$ cat config.mk
export PLATFORM = sky130hd
export DESIGN_NAME = slow_to_fast_xfer_flat
export DESIGN_NICKNAME = d
export VERILOG_FILES = /design/src/rtl/slow_to_fast_xfer_if.sv /design/src/rtl/slow_to_fast_xfer.sv /design/src/flat_wrapper.sv
export SDC_FILE = /design/constraint.sdc
export NUM_CORES = 1
export LEC_CHECK = 0
export CAP_MARGIN = 20
export CORE_MARGIN = 4
export CORE_UTILIZATION = 50
export CTS_CLUSTER_DIAMETER = 80
export DETAILED_ROUTE_END_ITERATION = 7
export PLACE_DENSITY = 0.83
export SLEW_MARGIN = 20
export SYNTH_ARGS = -nofsm -noshare
export SYNTH_HDL_FRONTEND = slang
export SYNTH_SLANG_ARGS = --single-unit
$ cat constraint.sdc
create_clock -name clk_fast -period 2.6 [get_ports clk_fast]
set_input_delay 0.78 -clock clk_fast [delete_from_list [all_inputs] [get_ports clk_fast]]
set_output_delay 0.78 -clock clk_fast [all_outputs]
set_load 0.02 [all_outputs]
$ cat src/rtl/slow_to_fast_xfer_if.sv
// Bundle of the capture inputs, the FIFO drain handshake and the status outputs
// of slow_to_fast_xfer. The master side is the system around the block.
interface slow_to_fast_xfer_if #(
    parameter int DATA_WIDTH  = 32,
    parameter int DEPTH       = 4,
    parameter int RATIO_WIDTH = 8
);
    localparam int CW = $clog2(DEPTH) + 1;

    logic                   valid_in;
    logic [DATA_WIDTH-1:0]  data_in;
    logic                   ready_in;
    logic                   valid_out;
    logic [DATA_WIDTH-1:0]  data_out;
    logic [CW-1:0]          fifo_count;
    logic                   overflow;
    logic                   slow_edge;
    logic [RATIO_WIDTH-1:0] ratio;
    logic                   ratio_valid;

    modport master (
        output valid_in, data_in, ready_in,
        input  valid_out, data_out, fifo_count, overflow, slow_edge, ratio, ratio_valid
    );

    modport slave (
        input  valid_in, data_in, ready_in,
        output valid_out, data_out, fifo_count, overflow, slow_edge, ratio, ratio_valid
    );
endinterface

$ cat src/rtl/slow_to_fast_xfer.sv
// Moves words from a slow, phase-related clock domain into clk_fast by sampling
// clk_slow as data, capturing on its rising edge into a FWFT FIFO, and measuring the clock ratio.
module slow_to_fast_xfer #(
    parameter int DATA_WIDTH  = 32,
    parameter int DEPTH       = 4,
    parameter int SYNC_STAGES = 1,
    parameter int RATIO_WIDTH = 8
) (
    input  logic             clk_fast,
    input  logic             reset,
    input  logic             clk_slow,
    slow_to_fast_xfer_if.slave bus
);
    localparam int AW = $clog2(DEPTH);
    localparam int CW = AW + 1;
    localparam logic [RATIO_WIDTH-1:0] RATIO_MAX = '1;
    localparam logic [CW-1:0] COUNT_FULL = CW'(DEPTH);

    function automatic logic [RATIO_WIDTH-1:0] sat_inc(input logic [RATIO_WIDTH-1:0] v);
        return (v == RATIO_MAX) ? v : v + 1'b1;
    endfunction

    logic [SYNC_STAGES-1:0] samp_p0;
    logic [SYNC_STAGES-1:0] vld_p0;
    logic                   prev_p1;
    logic                   armed;
    logic                   edge_det;

    // Stage p0: clk_slow sampling chain. vld_p0 marks bits holding a real sample, so the
    // reset value of the chain can never be mistaken for a low clk_slow when arming.
    always_ff @(posedge clk_fast or posedge reset) begin
        if (reset) begin
            samp_p0 <= '0;
            vld_p0  <= '0;
            prev_p1 <= 1'b0;
            armed   <= 1'b0;
        end else begin
            samp_p0[0] <= clk_slow;
            vld_p0[0]  <= 1'b1;
            for (int i = 1; i < SYNC_STAGES; i++) begin
                samp_p0[i] <= samp_p0[i-1];
                vld_p0[i]  <= vld_p0[i-1];
            end
            prev_p1 <= samp_p0[SYNC_STAGES-1];
            if (vld_p0[SYNC_STAGES-1] && !samp_p0[SYNC_STAGES-1])
                armed <= 1'b1;
        end
    end

    // Stage p1: rising-edge decision, only once a genuine low level has been observed.
    assign edge_det = armed & samp_p0[SYNC_STAGES-1] & ~prev_p1;

    logic                   slow_edge_p2;
    logic [RATIO_WIDTH-1:0] period_cnt;
    logic                   seen_edge;
    logic [RATIO_WIDTH-1:0] ratio_p2;
    logic                   ratio_vld_p2;

    // Stage p2: edge pulse and period measurement, updated on the same edge.
    always_ff @(posedge clk_fast or posedge reset) begin
        if (reset) begin
            slow_edge_p2 <= 1'b0;
            period_cnt   <= '0;
            seen_edge    <= 1'b0;
            ratio_p2     <= '0;
            ratio_vld_p2 <= 1'b0;
        end else begin
            slow_edge_p2 <= edge_det;
            if (edge_det) begin
                period_cnt <= RATIO_WIDTH'(1);
                seen_edge  <= 1'b1;
                if (seen_edge) begin
                    ratio_p2     <= period_cnt;
                    ratio_vld_p2 <= 1'b1;
                end
            end else begin
                period_cnt <= sat_inc(period_cnt);
            end
        end
    end

    logic [DATA_WIDTH-1:0] mem [DEPTH];
    logic [AW-1:0]         wr_ptr;
    logic [AW-1:0]         rd_ptr;
    logic [CW-1:0]         count;
    logic                  overflow_q;
    logic                  push;
    logic                  pop;
    logic                  full;
    logic                  wr_en;

    assign push  = edge_det & bus.valid_in;
    assign full  = (count == COUNT_FULL);
    assign pop   = (count != '0) & bus.ready_in;
    // A pop in the same cycle frees the slot, so a full FIFO still accepts the word.
    assign wr_en = push & (~full | pop);

    always_ff @(posedge clk_fast or posedge reset) begin
        if (reset) begin
            wr_ptr     <= '0;
            rd_ptr     <= '0;
            count      <= '0;
            overflow_q <= 1'b0;
        end else begin
            if (wr_en)
                wr_ptr <= wr_ptr + 1'b1;
            if (pop)
                rd_ptr <= rd_ptr + 1'b1;
            case ({wr_en, pop})
                2'b10:   count <= count + 1'b1;
                2'b01:   count <= count - 1'b1;
                default: count <= count;
            endcase
            if (push && full && !pop)
                overflow_q <= 1'b1;
        end
    end

    always_ff @(posedge clk_fast) begin
        if (wr_en)
            mem[wr_ptr] <= bus.data_in;
    end

    assign bus.valid_out   = (count != '0);
    assign bus.data_out    = (count != '0) ? mem[rd_ptr] : '0;
    assign bus.fifo_count  = count;
    assign bus.overflow    = overflow_q;
    assign bus.slow_edge   = slow_edge_p2;
    assign bus.ratio       = ratio_p2;
    assign bus.ratio_valid = ratio_vld_p2;
endmodule
$ cat src/flat_wrapper.sv
// flat-port wrapper written by rule: the top's interface ports become plain ports
module slow_to_fast_xfer_flat 
#(
    parameter int DATA_WIDTH  = 32,
    parameter int DEPTH       = 4,
    parameter int SYNC_STAGES = 1,
    parameter int RATIO_WIDTH = 8
)
  (clk_fast, reset, clk_slow, bus_valid_in, bus_data_in, bus_ready_in, bus_valid_out, bus_data_out, bus_fifo_count, bus_overflow, bus_slow_edge, bus_ratio, bus_ratio_valid);
  slow_to_fast_xfer_if #(.DATA_WIDTH(DATA_WIDTH), .DEPTH(DEPTH), .RATIO_WIDTH(RATIO_WIDTH)) bus_i ();
  input  logic clk_fast;
  input  logic reset;
  input  logic clk_slow;
  input wire logic [$bits(bus_i.valid_in)-1:0] bus_valid_in;
  input wire logic [$bits(bus_i.data_in)-1:0] bus_data_in;
  input wire logic [$bits(bus_i.ready_in)-1:0] bus_ready_in;
  output wire logic [$bits(bus_i.valid_out)-1:0] bus_valid_out;
  output wire logic [$bits(bus_i.data_out)-1:0] bus_data_out;
  output wire logic [$bits(bus_i.fifo_count)-1:0] bus_fifo_count;
  output wire logic [$bits(bus_i.overflow)-1:0] bus_overflow;
  output wire logic [$bits(bus_i.slow_edge)-1:0] bus_slow_edge;
  output wire logic [$bits(bus_i.ratio)-1:0] bus_ratio;
  output wire logic [$bits(bus_i.ratio_valid)-1:0] bus_ratio_valid;
  assign bus_i.valid_in = bus_valid_in;
  assign bus_i.data_in = bus_data_in;
  assign bus_i.ready_in = bus_ready_in;
  assign bus_valid_out = bus_i.valid_out;
  assign bus_data_out = bus_i.data_out;
  assign bus_fifo_count = bus_i.fifo_count;
  assign bus_overflow = bus_i.overflow;
  assign bus_slow_edge = bus_i.slow_edge;
  assign bus_ratio = bus_i.ratio;
  assign bus_ratio_valid = bus_i.ratio_valid;
  slow_to_fast_xfer #(.DATA_WIDTH(DATA_WIDTH), .DEPTH(DEPTH), .SYNC_STAGES(SYNC_STAGES), .RATIO_WIDTH(RATIO_WIDTH)) u_core (.clk_fast(clk_fast), .reset(reset), .clk_slow(clk_slow), .bus(bus_i));
endmodule
# After elaboration in Yosys (flattened, before gate mapping)
# Memory sizes are Yosys's and may differ from the RTL's.
# Cells that the tools add are included.
# op_classes
n_reduce_logical	8
n_bitwise	8
addsub	5
eq_ne	5
muxes	6
# ops
cell	count
32-bit two-way mux	1
8-bit two-way mux	2
8-bit by 1-bit adder with 8-bit output (second input constant)	1
8-bit == test (second input constant)	1
3-bit case mux with 2 select lines	1
1-bit bitwise AND	5
2-bit by 1-bit adder with 2-bit output (second input constant)	2
3-bit by 1-bit adder with 3-bit output (second input constant)	1
3-bit == test (second input constant)	1
1-bit logical AND	3
3-bit nonzero test	1
3-bit by 1-bit subtractor with 3-bit output (second input constant)	1
2-bit by 1-bit == test with 1-bit output (second input constant)	1
2-bit == test (second input constant)	1
1-bit zero test	2
1-bit two-way mux	2
2-bit by 1-bit inequality test with 1-bit output (second input constant)	1
1-bit inverter	2
2-bit AND reduction	1
2-bit nonzero test	1
1-bit OR	1
# word_totals
output_inout_bits	47
memories	1
reg_bits	31
word_cells	46
mem_bits_rw	128
in_bits	37
# memory_table
memory	words	word_bits	read_ports	rd_ports_with_merged_regs	write_ports	line_no	text
u_core.mem	4	32	1	0	1	slow_to_fast_xfer.sv:82	logic [DATA_WIDTH-1:0] mem [DEPTH];

# Longest topological paths before layout
# Gate-level depths: netlist of the first run.
# logic_depth
word_depth	6
mapped_depth	11
depth_no_buf	10

# Least setup slack after synthesis of the first run
# Ideal clock, no wire load.
# synth_path
path_kind	input port to flip-flop
startpoint	input port bus_ready_in
endpoint	register u_core.count[2], in the netlist u_core.bus.fifo_count[2]
arrival_time_ps	2564
t_required_ps	2520
stages	10
setup_time_ps	80
n_path_buf	1
path_slack_ps	-44
cell_sequence	or4b_1 > and3_1 > buf_6 > inv_1 > ha_1 > inv_1 > fa_1 > xor2_1 > nor2_1 > xor2_1
# synth_via
elab_chain_len	5
elab_cells_between_ends	7
cone_classes	eq/ne: 2; mux: 1; bitwise: 3; reduce/logical: 1
# synth_lines
element	line_no	text
start: declaration	flat_wrapper.sv:16	input wire logic [$bits(bus_i.ready_in)-1:0] bus_ready_in;
1-bit bitwise AND (*)	slow_to_fast_xfer.sv:94	assign pop = (count != '0) & bus.ready_in;
1-bit OR	slow_to_fast_xfer.sv:96	assign wr_en = push & (~full | pop);
1-bit bitwise AND	slow_to_fast_xfer.sv:96	
2-bit by 1-bit == test with 1-bit output or 2-bit == test (tied branches)	slow_to_fast_xfer.sv:109	case ({wr_en, pop})
3-bit case mux with 2 select lines or 2-bit nonzero test (tied branches)	-	
end signal: assignment	slow_to_fast_xfer.sv:110	2'b10: count <= count + 1'b1;
end signal: assignment	slow_to_fast_xfer.sv:111	2'b01: count <= count - 1'b1;
end signal: assignment	slow_to_fast_xfer.sv:112	default: count <= count;
end: declaration	slow_to_fast_xfer.sv:85	logic [CW-1:0] count;
# Mark *: on every way between the ends. The rest lies on a longest branch, timed or not.
# A chain may end at the register's enable or synchronous reset.

# Worst setup path in the final report of the first run
# layout_path
startpoint	register u_core.rd_ptr[0]
endpoint	output port bus_data_out[0]
# layout_via
elab_chain_len	2
# layout_lines
element	line_no	text
start: declaration	slow_to_fast_xfer.sv:84	logic [AW-1:0] rd_ptr;
start signal: assignment	slow_to_fast_xfer.sv:108	rd_ptr <= rd_ptr + 1'b1;
memory 4 x 32 bit	-	
32-bit two-way mux	slow_to_fast_xfer.sv:125	assign bus.data_out = (count != '0) ? mem[rd_ptr] : '0;
end: declaration	flat_wrapper.sv:18	output wire logic [$bits(bus_i.data_out)-1:0] bus_data_out;
# Every way passes these cells.

==> results.ini, run 1 <==
[global_routing]
antenna_found_initial = 1
grt_pass1_vias = 3524
grt_use_total = 0.185
grt_max_degree = 36
grt_pass1_wl_um = 19600
grt_overflow = 0

[floorplan]
initial_utilization = 0.514
pin_count = 84
die_width_um = 119
dieArea_sq_mm = 0.0142
rows = 40
die_h_um = 119
core_sq_mm = 0.0121

[clock_network]
ctsHoldBuffers = 0
cts_sinks = 159
clk_latency_ns = 0.42
cts_tree = built
clockRootBuffer = clkbuf_16
cts.path.max_buffers = 2
cts_buffers = 17
h-tree-depth = 4
clk_pin_slew_ns = 0.06

[sta]
drv_slew = 0
finalSetupViolations = 32
hold_slack_ns = 0.408
period_needed_ns = 2.70
worst_slack_ns = -0.0952
finalClockSkew_ns = 0.00638
post-route-period-util = 1.04
rsz0062_at_grt = yes
clock.fmax_mhz = 371
finalHoldViolations = 0

[route]
drc = 0
routed_wl_um = 12300
wl_met1_um = 5000
drt_first_pass_iters = 4
vias_per_cell = 5.30
routed-wl-met2_um = 6320
num_vias = 3266
drtIter0Drc = 179
top_layer = met5
avgRoutedWirePerCell_um = 20.0
ant_nets = 0
wl_met3_um = 804

[setup_path]
max_stage_delay_ns = 0.51
cp_common_cell = buf_6
r2r.worst_path.cells = 10
path_depth = 5
path_max_fanout = 5
cp_num_buf_inv = 3
cp_top_family = multiplexers
rr_endpoint = u_core.bus.fifo_count[2]
critPathCapture = bus_data_out[0]
required_ns = 1.82
cp_slowest_cell = mux4_2
r2r-start = u_core.bus.fifo_count[0]
r2r_slack_ns = 0.31
worstPathArrival_ns = 1.92
worstSetupStartpointType = flip-flop
worstPathCellList = buf_6 > buf_12 > mux4_2 > and2_4 > buf_6
crit_path_start = u_core.rd_ptr[0]
end_kind = output port
critPathKind = reg2out

[status]
violations = negative setup slack
outcome = complete, but fails checks

[power_and_ir_drop]
p_per_area_mw_per_mm2 = 1130
leakage_nw = 3.01
peakVddDrop_v = 0.000526
power_mw = 9.34

[synth]
synth_top_area_share = 0.620
ys_async_sr_fraction = 0.195
ys_ff_latch = 159
yosys.area.top_type = edfxtp_1
ys.flop_type = edfxtp_1
netlist_area_sq_mm = 0.00620
syn-instance-count = 318
yosys_warnings = 0
synth_edf_count = 128
syn_nets = 362
synth_seq_area_share = 0.745
synth_area_leaders = edfxtp_1 62%, dfrtp_1 13%, mux4_2 12%, and2_1 3.3%, mux2_2 1.5%
syn_avg_cell_area_sq_um = 19.5
ys_types = 37

[placed_design]
dp_hpwl_um = 7520
gp_congestion = 0.737
io_buffers = 83

[cells_and_area]
syn2layout_area_growth_pct = 33.9
mostFrequentLayoutCell = edfxtp_1
layout-drive-gt1-share = 0.388
fin_nets = 479
final_cell_mix = 128 x edfxtp_1, 50 x clkdlybuf4s50_1, 37 x buf_6
antenna_cells = 0
fin_util = 0.688

[worst_hold_path]
hold_path.class = reg2reg
hold_depth = 0

[run]
drv_cap = 0

routing by layer:
| layer | track usage | up-vias |
|---|---|---|
| met2 | 0.308 | 106 |
| met1 | 0.231 | 1669 |
| met4 | 0.0537 | 2 |
| li1 | - | 1475 |
| met3 | 0.0641 | 14 |
| met5 | 0 | - |
flip-flops by register name, indices dropped and copies added, names as in the netlist:
| name | count |
|---|---|
| u_core.bus.slow_edge | 1 |
| u_core.mem | 128 |
| u_core.wr_ptr | 2 |
| u_core.bus.overflow | 1 |
| u_core.prev_p1 | 1 |
| u_core.samp_p0 | 1 |
| u_core.seen_edge | 1 |
| u_core.bus.fifo_count | 3 |
| u_core.armed | 1 |
| u_core.vld_p0 | 1 |
| u_core.bus.ratio_valid | 1 |
| u_core.bus.ratio | 8 |
| u_core.rd_ptr | 2 |
| u_core.period_cnt | 8 |
worst min-delay path by stage:
stage / start / slack [ns] / to
2_1_floorplan: u_core.samp_p0 / 0.37 / u_core.prev_p1
3_5_place_dp: u_core.samp_p0 / 0.39 / u_core.prev_p1
3_3_place_gp: u_core.samp_p0 / 0.38 / u_core.prev_p1
5_1_grt: u_core.samp_p0 / 0.43 / u_core.prev_p1
4_1_cts: u_core.samp_p0 / 0.41 / u_core.prev_p1
6_report: u_core.samp_p0 / 0.41 / u_core.prev_p1
kinds of logic (layout without fill, tap and decap cells):
family	after synthesis	in the layout	synth area share
other cells	1	1	0.000605
xor+xnor	6	6	0.00848
mux	42	42	0.135
simple gates	61	61	0.0595
flops	159	159	0.745
fa+ha+maj	7	7	0.0153
buf+inv	24	154	0.0166
compound gates	18	18	0.0194
power by group:
part / total [mW] / leakage (nW) / internal (mW) / switching, mW
registers: 3.14 / 1.53 / 3.00 / 0.145
clock network: 2.53 / 0.288 / 1.52 / 1.00
logic: 3.67 / 1.19 / 2.07 / 1.60
total: 9.34 / 3.01 / 6.59 / 2.75
repair_timing:
item,in CTS,in global routing
gates resized for setup,239,2
endpoints found under the setup margin,33,34
pin swaps,18,1
endpoints found under the hold margin,0,0
setup buffers,6,0
gates cloned,2,0
cell usage after synthesis (2+ instances only):
library cell	count
a31oi_1	4
nor3_1	3
and2_2	4
clkbuf_1	9
o21ai_0	4
nand4_1	2
and3_1	2
inv_1	9
o21bai_1	3
xnor2_1	3
a21oi_1	2
nand2b_1	2
ha_1	6
mux4_2	32
mux2_2	8
nand3_1	4
and2_1	33
dfrtp_1	31
buf_2	4
xor2_1	3
nand2_1	5
nor2_1	2
edfxtp_1	128
o311a_1	2
final cells by class:
type | instances | area (sq um)
sequential | 159 | 4620
fill | 749 | 3760
multi-input combinational | 135 | 1570
timing repair buffer | 112 | 1250
clock buffer | 17 | 425
tap | 168 | 210
clock inverter | 15 | 184
inverter | 10 | 37.5
metrics by stage:
step | setup slack (ns) | cell area [sq um] | std cells | setup TNS, ns
finish | -0.0952 | 8300 | 616 | -1.35
global route | -0.156 | 8300 | 616 | -3.57
CTS | -0.0999 | 8350 | 618 | -2.42
detailed placement | -0.357 | 7480 | 578 | -12.26
global placement | -0.331 | 7480 | 578 | -10.68
floorplan | 0.000735 | 6200 | 318 | 0
Note: power is estimated with default switching activity, not from simulation.
==> inputs of run 2 (changes only) <==
--- a/config.mk
+++ b/config.mk
@@ -5,7 +5,6 @@
 export SDC_FILE = /design/constraint.sdc
 export NUM_CORES = 1
 export LEC_CHECK = 0
-export CAP_MARGIN = 20
 export CORE_MARGIN = 4
 export CORE_UTILIZATION = 50
 export CTS_CLUSTER_DIAMETER = 80
==> results of run 2 <==
The final DEF is identical to that of run 1; final timing and power are the same.
==> inputs of run 3 (changes only) <==
--- a/config.mk
+++ b/config.mk
@@ -6,10 +6,10 @@
 export NUM_CORES = 1
 export LEC_CHECK = 0
 export CORE_MARGIN = 4
-export CORE_UTILIZATION = 50
+export CORE_UTILIZATION = 45
 export CTS_CLUSTER_DIAMETER = 80
 export DETAILED_ROUTE_END_ITERATION = 7
-export PLACE_DENSITY = 0.83
+export PLACE_DENSITY = 0.76
 export SLEW_MARGIN = 20
 export SYNTH_ARGS = -nofsm -noshare
 export SYNTH_HDL_FRONTEND = slang
==> constraint.sdc (replaced) <==
create_clock -name clk_fast -period 2.6 [get_ports clk_fast]
set_input_delay 0.26 -clock clk_fast [delete_from_list [all_inputs] [get_ports clk_fast]]
set_output_delay 0.26 -clock clk_fast [all_outputs]
set_load 0.02 [all_outputs]
==> run 3 against run 2 <==
Net effect: cell count fell by 0.97%; setup slack improved by 0.33 ns; clock power fell by 11%; non-clock buffer count fell by 14; sequential power barely moved; sequential cell count did not move; wire length fell by 8.1%; total power fell by 12%; highest routed layer is now met4; worst hold slack got worse by 0.14 ns; combinational power fell by 23%; sequential share of layout area rose by 2.6 points; the flow now finishes without violations; clock-buffer cell count rose by 8.
==> results.ini, run 3 (same netlist as run 1, synthesis figures left out) <==
[clock_network]
clk_pin_slew_ns = 0.06  ; about the same
ctsHoldBuffers = 0  ; unchanged
clockRootBuffer = clkbuf_16
cts_sinks = 159  ; unchanged
h-tree-depth = 4  ; unchanged
cts_buffers = 17  ; unchanged
cts.path.max_buffers = 2  ; unchanged
clk_latency_ns = 0.42  ; about the same
cts_tree = built

[global_routing]
met2_usage = 0.238  ; -0.0698
use_met1 = 0.209  ; -0.0224
grt_max_degree = 35  ; -2.8%
grt_use_total = 0.154  ; -0.0309
grt_pass1_wl_um = 18600  ; -5.4%
antenna_found_initial = 0  ; -1
grt_pass1_vias = 3434  ; -2.6%
globalRouteMet3Util = 0.0414  ; -0.0227
grt_overflow = 0  ; unchanged
busiest_layer = met2

[worst_hold_path]
hold_path.class = in2async

[floorplan]
core_sq_mm = 0.0133  ; +11%
die_width_um = 125  ; +5.0%
pin_count = 84  ; unchanged
rows = 42  ; +5.0%
initial_utilization = 0.464  ; -0.0495
dieArea_sq_mm = 0.0157  ; +10%
die_h_um = 125  ; +5.0%

[sta]
period_needed_ns = 2.37  ; -0.325 ns
slew_headroom = 0.401
finalHoldViolations = 0  ; unchanged
finalSetupViolations = 0  ; -100%
hold_slack_ns = 0.272  ; -0.136 ns
fin_tns_setup_ns = 0  ; +1.35 ns
rsz0062_at_grt = no
finalClockSkew_ns = 0.00884  ; +0.00245 ns
post-route-period-util = 0.912  ; -0.125
drv_slew = 0  ; unchanged
worst_slack_ns = 0.230  ; +0.325 ns
clock.fmax_mhz = 422  ; +14%
worst_pin_slew_ns = 0.898

[status]
outcome = completed

[route]
num_vias = 3166  ; -3.1%
drt_first_pass_iters = 4  ; unchanged
drtIter0Drc = 242  ; +35%
drc = 0  ; unchanged
ant_nets = 0  ; unchanged
routed_wl_um = 11300  ; -8.1%
avgRoutedWirePerCell_um = 18.5  ; -7.2%
vias_per_cell = 5.19  ; -2.1%

[power_and_ir_drop]
leakage_nw = 3.01  ; -0.12%
p_int_mw = 5.83  ; -12%
p_per_area_mw_per_mm2 = 1040  ; -7.4%
switching_power_mw = 2.42  ; -12%
clkPwrFrac = 0.274  ; +0.003
power_frac_seq = 0.383  ; +0.046
peakVddDrop_v = 0.000727  ; +38%
power.share.switching = 0.294  ; -0.000336
power_mw = 8.25  ; -12%
comb_power_share = 0.343  ; -0.050

[cells_and_area]
layout-drive-gt1-share = 0.205  ; -0.183
largest-register = u_core.mem
final_cell_mix = 128 x edfxtp_1, 51 x clkdlybuf4s50_1, 33 x and2_1
seq_area_sq_mm = 0.00462  ; about the same
mostFrequentLayoutCell = edfxtp_1
multi_input_area_sq_mm = 0.00148  ; -5.7%
largest_reg_flops = 128  ; unchanged
fin_nets = 465  ; -2.9%
antenna_cells = 0  ; unchanged
fin_util = 0.594  ; -0.0942
n_fill_cell = 1009  ; +35%
syn2layout_area_growth_pct = 27.9

[setup_path]
path_max_fanout = 34  ; +29
worstPathArrival_ns = 2.11  ; +0.19 ns
crit_path_start = u_core.bus.fifo_count[0]
critPathKind = reg2out
cp_slowest_cell = clkdlybuf4s50_1
required_ns = 2.34  ; +0.52 ns
worstPathCellList = or3_2 > buf_6 > clkdlybuf4s50_1
worstSetupStartpointType = flip-flop
r2r-start = u_core.bus.fifo_count[0]
cp_top_family = buffers and inverters
rr_endpoint = u_core.bus.fifo_count[2]
r2r_slack_ns = 0.29  ; -0.02 ns
end_kind = output port
r2r.worst_path.cells = 9  ; -1
max_stage_delay_ns = 0.56  ; +0.05 ns
cp_num_buf_inv = 2  ; -1

[placed_design]
dp_hpwl_um = 6880  ; -8.5%
io_buffers = 83  ; unchanged
gp_congestion = 0.762  ; +3.4%
pre_cts_ws_ns = 0.0749  ; +0.431 ns

[run]
drv_cap = 0  ; unchanged

==> run 3: changes by cell type in the layout (fill, tap and decap cells not counted), sizes merged <==
cell | previous run | this run
inv | 14 | 9
buf | 62 | 15
clkbuf | 17 | 25
clkinvlp | 3 | 0
dlymetal6s2s | 0 | 25
dlygate4sd2 | 0 | 7
bufinv | 3 | 1
clkinv | 5 | 7
clkdlybuf4s50 | 50 | 51
==> run 3: worst max path at each step <==
stage / to / cells after the start
after floorplan: u_core.bus.fifo_count[2] / 10
after global placement: u_core.bus.fifo_count[2] / 10
after detailed placement: u_core.bus.fifo_count[2] / 10
after CTS: bus_data_out[10] / 4
after global routing: bus_valid_out / 3
final: bus_valid_out / 3
==> run 3: through the flow <==
stage / cell area (sq um) / instances
after global placement: 7310 / 576
final: 7930 / 610
after global routing: 7930 / 610
after detailed placement: 7310 / 576
after CTS: 7860 / 609
after floorplan: 6200 / 318
==> run 3: area by class of cell <==
| type | count | area share |
|---|---|---|
| clock buffer | 25 | 0.0600 |
| clock inverter | 7 | 0.00805 |
| inverter | 10 | 0.00474 |
| multi-input combinational | 135 | 0.186 |
| sequential | 159 | 0.583 |
| tap | 176 | 0.0278 |
| timing repair buffer | 98 | 0.130 |
==> run 3: power groups by stage <==
stage | sequential [mW] | combinational (mW) | clock, mW
3_3_place_gp | 3.21 | 2.92 | 0
2_1_floorplan | 3.22 | 1.71 | 0
6_report | 3.16 | 2.83 | 2.26
5_1_grt | 3.19 | 3.06 | 2.42
3_5_place_dp | 3.22 | 2.96 | 0
4_1_cts | 3.16 | 2.95 | 2.31
==> run 3: timing repair <==
action	4_1_cts	5_1_grt
hold endpoints to repair	0	0
resized for setup	9	25
setup buffers	1	1
setup endpoints to repair	32	25
==> run 3: metal layers <==
metal,share of wire,vias up
met5,0,-
met4,0.014,0
met3,0.042,14
met2,0.49,83
met1,0.45,1627
li1,-,1442
==> run 3: worst reg2reg max path: cells and delay by family (launching register included) <==
family | cells | cell delay (ns)
simple gates | 3 | 0.87
flops | 1 | 0.42
fa+ha+maj | 2 | 0.54
buf+inv | 2 | 0.12
xor+xnor | 2 | 0.30
